**src/rtl/mem_arbiter.sv**
```systemverilog
// mem_arbiter: two-port (I-cache / D-cache) arbiter onto one physical-memory port.
// Optional ARB_ROUND_ROBIN_EN swaps fixed data priority for last-grant round robin on ties.
`default_nettype none

module mem_arbiter (
    input  logic         clk,
    input  logic         reset_n,

    input  logic         i_read,
    input  logic [15:0]  i_address,
    output logic         i_resp,
    output logic [127:0] i_rdata,

    input  logic         d_read,
    input  logic         d_write,
    input  logic [15:0]  d_address,
    input  logic [127:0] d_wdata,
    output logic         d_resp,
    output logic [127:0] d_rdata,

    output logic         pmem_read,
    output logic         pmem_write,
    output logic [15:0]  pmem_address,
    output logic [127:0] pmem_wdata,
    input  logic [127:0] pmem_rdata,
    input  logic         pmem_resp,

    output logic [7:0]   i_grant_count_o,
    output logic [7:0]   d_grant_count_o
);

    typedef enum logic [1:0] {
        IDLE    = 2'd0,
        SERVE_I = 2'd1,
        SERVE_D = 2'd2
    } state_t;

    state_t         state_q;
    logic [15:0]    addr_q;
    logic [127:0]   wdata_q;
    logic           rd_q;
    logic           wr_q;
    logic [7:0]     i_cnt_q;
    logic [7:0]     d_cnt_q;

    logic           data_req;
    logic           pick_data;

    assign data_req = d_read | d_write;

`ifdef ARB_ROUND_ROBIN_EN
    // 1 = data port was served last; on a tie the other port wins.
    logic           last_d_q;
    assign pick_data = data_req & (~i_read | ~last_d_q);
`else
    assign pick_data = data_req;
`endif

    always_ff @(posedge clk or negedge reset_n) begin
        if (!reset_n) begin
            state_q  <= IDLE;
            addr_q   <= '0;
            wdata_q  <= '0;
            rd_q     <= 1'b0;
            wr_q     <= 1'b0;
            i_cnt_q  <= '0;
            d_cnt_q  <= '0;
`ifdef ARB_ROUND_ROBIN_EN
            last_d_q <= 1'b0;
`endif
        end else begin
            case (state_q)
                IDLE: begin
                    if (pick_data) begin
                        state_q <= SERVE_D;
                        addr_q  <= d_address;
                        wdata_q <= d_wdata;
                        // Simultaneous read+write is treated as a write.
                        wr_q    <= d_write;
                        rd_q    <= ~d_write;
                    end else if (i_read) begin
                        state_q <= SERVE_I;
                        addr_q  <= i_address;
                        wdata_q <= '0;
                        wr_q    <= 1'b0;
                        rd_q    <= 1'b1;
                    end
                end
                SERVE_I: begin
                    if (pmem_resp) begin
                        state_q  <= IDLE;
                        rd_q     <= 1'b0;
                        wr_q     <= 1'b0;
                        i_cnt_q  <= i_cnt_q + 8'd1;
`ifdef ARB_ROUND_ROBIN_EN
                        last_d_q <= 1'b0;
`endif
                    end
                end
                SERVE_D: begin
                    if (pmem_resp) begin
                        state_q  <= IDLE;
                        rd_q     <= 1'b0;
                        wr_q     <= 1'b0;
                        d_cnt_q  <= d_cnt_q + 8'd1;
`ifdef ARB_ROUND_ROBIN_EN
                        last_d_q <= 1'b1;
`endif
                    end
                end
                default: begin
                    state_q <= IDLE;
                    rd_q    <= 1'b0;
                    wr_q    <= 1'b0;
                end
            endcase
        end
    end

    assign pmem_read       = rd_q;
    assign pmem_write      = wr_q;
    assign pmem_address    = addr_q;
    assign pmem_wdata      = wdata_q;

    // Completion is combinational so the port sees data in the pmem_resp cycle.
    assign i_resp          = (state_q == SERVE_I) & pmem_resp;
    assign d_resp          = (state_q == SERVE_D) & pmem_resp;
    assign i_rdata         = reset_n ? pmem_rdata : '0;
    assign d_rdata         = reset_n ? pmem_rdata : '0;

    assign i_grant_count_o = i_cnt_q;
    assign d_grant_count_o = d_cnt_q;

endmodule

`default_nettype wire

```
**config.mk**
```make
export PLATFORM = sky130hd
export DESIGN_NAME = mem_arbiter
export DESIGN_NICKNAME = d
export VERILOG_FILES = /design/src/rtl/mem_arbiter.sv
export SDC_FILE = /design/constraint.sdc
export NUM_CORES = 1
export LEC_CHECK = 0
export CORE_AREA = 2 2 280 282
export DETAILED_ROUTE_END_ITERATION = 8
export DIE_AREA = 0 0 282 284
export GPL_ROUTABILITY_DRIVEN = 1
export SKIP_LAST_GASP = 1
export SLEW_MARGIN = 20
export SYNTH_ARGS = -nofsm -noshare
export SYNTH_HDL_FRONTEND = slang
export SYNTH_SLANG_ARGS = --single-unit
```
**constraint.sdc**
```tcl
create_clock -name clk -period 1.9 [get_ports clk]
set_input_delay 0.285 -clock clk [delete_from_list [all_inputs] [get_ports clk]]
set_output_delay 0.285 -clock clk [all_outputs]
set_load 0.1 [all_outputs]
```
==> impl_metrics.yaml <==
synth:
  ys_ff_latch: 164
  yosys_warnings: 0
  yosys.cell_types.count: 28
  postSynth.asyncResetShare_pct: 100.0
  netlist.area_leader.share_pct: 51.61
  dominant_cell_by_count_in_the_synthesized_netlist: "sky130_fd_sc_hd__dfrtp_1"
  netlist_top_cells_area: "sky130_fd_sc_hd__dfrtp_1 (52%), sky130_fd_sc_hd__a22o_1 (14%), sky130_fd_sc_hd__buf_4 (12%)"
  synthesis.area_per_instance_um2: 11.26
  synth_top_flop_cell: "sky130_fd_sc_hd__dfrtp_1"
  yosysSeqAreaShare_pct: 51.61
  post_synth_design_cell_area_um2: 7951
  synth_nets: 1005
  yosys-top-cells-count: "sky130_fd_sc_hd__dfrtp_1 (164), sky130_fd_sc_hd__a22o_1 (129), sky130_fd_sc_hd__and2_1 (129), sky130_fd_sc_hd__buf_4 (129), sky130_fd_sc_hd__buf_2 (25)"
  netlist.top_cell.by_area: "sky130_fd_sc_hd__dfrtp_1"
  synthCells: 706
  synth_edf_count: 0
grt:
  grt_overflow: 0
  largest_net_degree_at_the_start_of_global_routing: 81
  antenna_found_initial: 33
  wire_length_of_the_first_global_routing_pass_mm: 63.62
  first_global_vias: 7963
  grt_util_overall_pct: 11.48
cts:
  cts_buf_count: 17
  cts_num_sinks: 164
  clock_latency_ns: 0.48
  cts_max_level: 4
  clockBufferDepth: 2
  cts.clk_slew.worst_paths_ns: 0.08
  clock_tree.root_cell: "sky130_fd_sc_hd__clkbuf_16"
  clock_tree_from_tritoncts: "yes"
placed_design:
  port_buffer_cells: 713
  place_congestion: 0.8604
  hpwlAfterDp_mm: 40.89
power:
  p_per_area_nw_per_um2: 1770
  power.ir.vdd_worst_mv: 1.504
  overall_power_of_the_completed_layout_mw: 33.68
  leakage_nw: 8.202
die:
  design.die.area_um2: 80090
  num_io_pins: 714
  initial_core_util_pct: 10.33
  core.rowCount: 102
  chipWidth_um: 282
  die_h_um: 284
  floorplan.core_area_um2: 76960
setup_path:
  timing.critical_path.arrival_ns: 2.23
  crit_path_max_fanout: 80
  required_ns: 2.30
  worst-r2r-cell-count: 6
  critical_path.endpoint_type: "flip-flop"
  timing.setup.critical_path_class: "reg -> reg"
  worstSetupStartpointType: "flip-flop"
final_layout:
  n_fill_cell: 7990
  areaGrowthSynthToFinish_pct: 139.4
  post_route_cells_drive_above_1_share_pct: 47.85
  finish.net_count: 1590
timing:
  hold_viol_final: 0
  final.period_utilization_pct: 96.26
  worstMarginPinSlew_ns: 0.4166
  fmaxAchievable_mhz: 546.8
  timing.slew.headroom_pct: 72.23
  final-max-slew-violation-count: 0
  final.setup.tns_ns: 0
  rsz_0062_raised_after_global_routing: "true"
  report.final.setup_viol: 0
  post-route-min-period_ns: 1.829
  largest_clock_skew_in_the_final_design_ns: 0.01931
worst_hold_path:
  hp-class: "in -> async"
drt:
  vias_per_cell: 3.220
  drt-initial-drc-count: 229
  detailroute.via_count: 7581
  drt-wirelength-per-cell_um: 20.09
  finalWirelength_mm: 47.30
  drc_errors: 0
  drtPass1Iterations: 4
  postRouteAntennaNets: 0
run:
  timing.max_cap.violations: 0
status:
  run_status: "completed"
## worst paths after layout
path,slack (ns),end,from
max,0.07,pmem_wdata[10],state_q[1]
min,0.02,i_grant_count_o[5],reset_n
max reg2reg,0.07,pmem_wdata[10],state_q[1]
min reg2reg,0.47,d_grant_count_o[7],d_grant_count_o[7]
max in group asynchronous,1.22,d_grant_count_o[4],reset_n
min in group clk,0.41,pmem_wdata[15],d_wdata[15]
## area by class of cell
type / instances / area [um^2] / share of cell area (%)
Inverter: 6 / 22.52 / 0.1183
Antenna cell: 10 / 25.02 / 0.1315
Clock inverter: 14 / 185.2 / 0.9729
Clock buffer: 18 / 429.2 / 2.255
Multi-Input combinational cell: 360 / 2958 / 15.54
Tap cell: 1040 / 1301 / 6.837
Timing Repair Buffer: 742 / 10000 / 52.55
Sequential cell: 164 / 4110 / 21.59
## report_power, final
group	switching (mW)	leakage, nW	internal (mW)
clock network	1.70	0.302	2.01
registers	1.24	2.04	5.11
logic	17.4	5.86	6.25
total	20.3	8.20	13.4
## critical path, stage by stage, from the launching register on
cell                      delay [ns]
sky130_fd_sc_hd__dfrtp_1        0.41
sky130_fd_sc_hd__inv_1          0.13
sky130_fd_sc_hd__ha_1           0.29
sky130_fd_sc_hd__inv_1          0.14
sky130_fd_sc_hd__nor2_4         0.20
sky130_fd_sc_hd__buf_12         0.27
sky130_fd_sc_hd__a22o_1         0.20
## sequential cells by signal (all words and copies together), names as in the netlist
register,count
d_grant_count_o,8
pmem_wdata,128
state_q,2
pmem_read,1
pmem_write,1
i_grant_count_o,8
pmem_address,16
## through the flow
stage          hold WS, ns  instance area, um^2  setup slack, ns  std cells  utilization [%]
2_1_floorplan     -0.01059                 8243          -0.1064        706                -
3_3_place_gp        0.4695                18350         -0.07851       2309            23.85
3_5_place_dp        0.4730                18350         -0.04230       2309            23.85
4_1_cts           0.001260                18980         -0.03586       2342            24.67
5_1_grt            0.02151                19020         -0.03808       2348            24.71
6_report           0.01844                19030          0.07108       2354            24.73
## metal layers
| layer | GRT usage (%) | up-vias | wire (um) |
|---|---|---|---|
| met5 | 0 | - | 100 |
| met4 | 3.936 | 16 | 575 |
| met3 | 6.776 | 53 | 6186 |
| met2 | 19.02 | 446 | 23080 |
| met1 | 11.99 | 3583 | 17350 |
| li1 | - | 3483 | - |
## kinds of logic after synthesis
family / count (synthesis) / share of synthesized area [%]
xor+xnor: 14 / 1.542
simple gates: 170 / 12.70
mux: 18 / 2.297
fa+ha+maj: 5 / 0.7868
flops: 164 / 51.61
compound gates: 153 / 15.99
buf+inv: 182 / 15.07
## repair_timing
action                                 in CTS  in global routing
pin swaps                                   0                  0
cloned                                      0                  0
hold buffers                                1                  0
buffers inserted                            0                  2
endpoints found under the hold margin       1                  0
setup endpoints to repair                   2                  2
resized for setup                           4                  2
## layout by cell type (no fill, tap or decap), types with 2 or more instances in the layout
master | Yosys | final
sky130_fd_sc_hd__nor2_1 | 3 | 2
sky130_fd_sc_hd__buf_4 | 129 | 153
sky130_fd_sc_hd__clkbuf_16 | 0 | 17
sky130_fd_sc_hd__nand2b_1 | 2 | 2
sky130_fd_sc_hd__a22o_1 | 129 | 129
sky130_fd_sc_hd__o21ai_1 | 3 | 3
sky130_fd_sc_hd__dfrtp_1 | 164 | 159
sky130_fd_sc_hd__bufinv_16 | 0 | 2
sky130_fd_sc_hd__mux2i_1 | 16 | 16
sky130_fd_sc_hd__a21oi_1 | 4 | 4
sky130_fd_sc_hd__inv_8 | 0 | 5
sky130_fd_sc_hd__buf_12 | 0 | 295
sky130_fd_sc_hd__clkdlybuf4s50_1 | 0 | 292
sky130_fd_sc_hd__nand2_1 | 23 | 22
sky130_fd_sc_hd__and2_2 | 0 | 29
sky130_fd_sc_hd__o21ai_0 | 14 | 14
sky130_fd_sc_hd__xor2_1 | 2 | 2
sky130_fd_sc_hd__dfrtp_2 | 0 | 5
sky130_fd_sc_hd__diode_2 | 0 | 10
sky130_fd_sc_hd__xnor2_1 | 12 | 12
sky130_fd_sc_hd__and4_1 | 2 | 2
sky130_fd_sc_hd__nand4_1 | 5 | 5
sky130_fd_sc_hd__nor2_4 | 1 | 2
sky130_fd_sc_hd__inv_1 | 6 | 5
sky130_fd_sc_hd__and3_1 | 2 | 2
sky130_fd_sc_hd__and2_4 | 0 | 100
sky130_fd_sc_hd__clkinv_4 | 0 | 3
sky130_fd_sc_hd__inv_6 | 0 | 3
sky130_fd_sc_hd__ha_1 | 5 | 4
sky130_fd_sc_hd__mux2_2 | 2 | 2
Note: power is estimated with default switching activity, not from simulation.
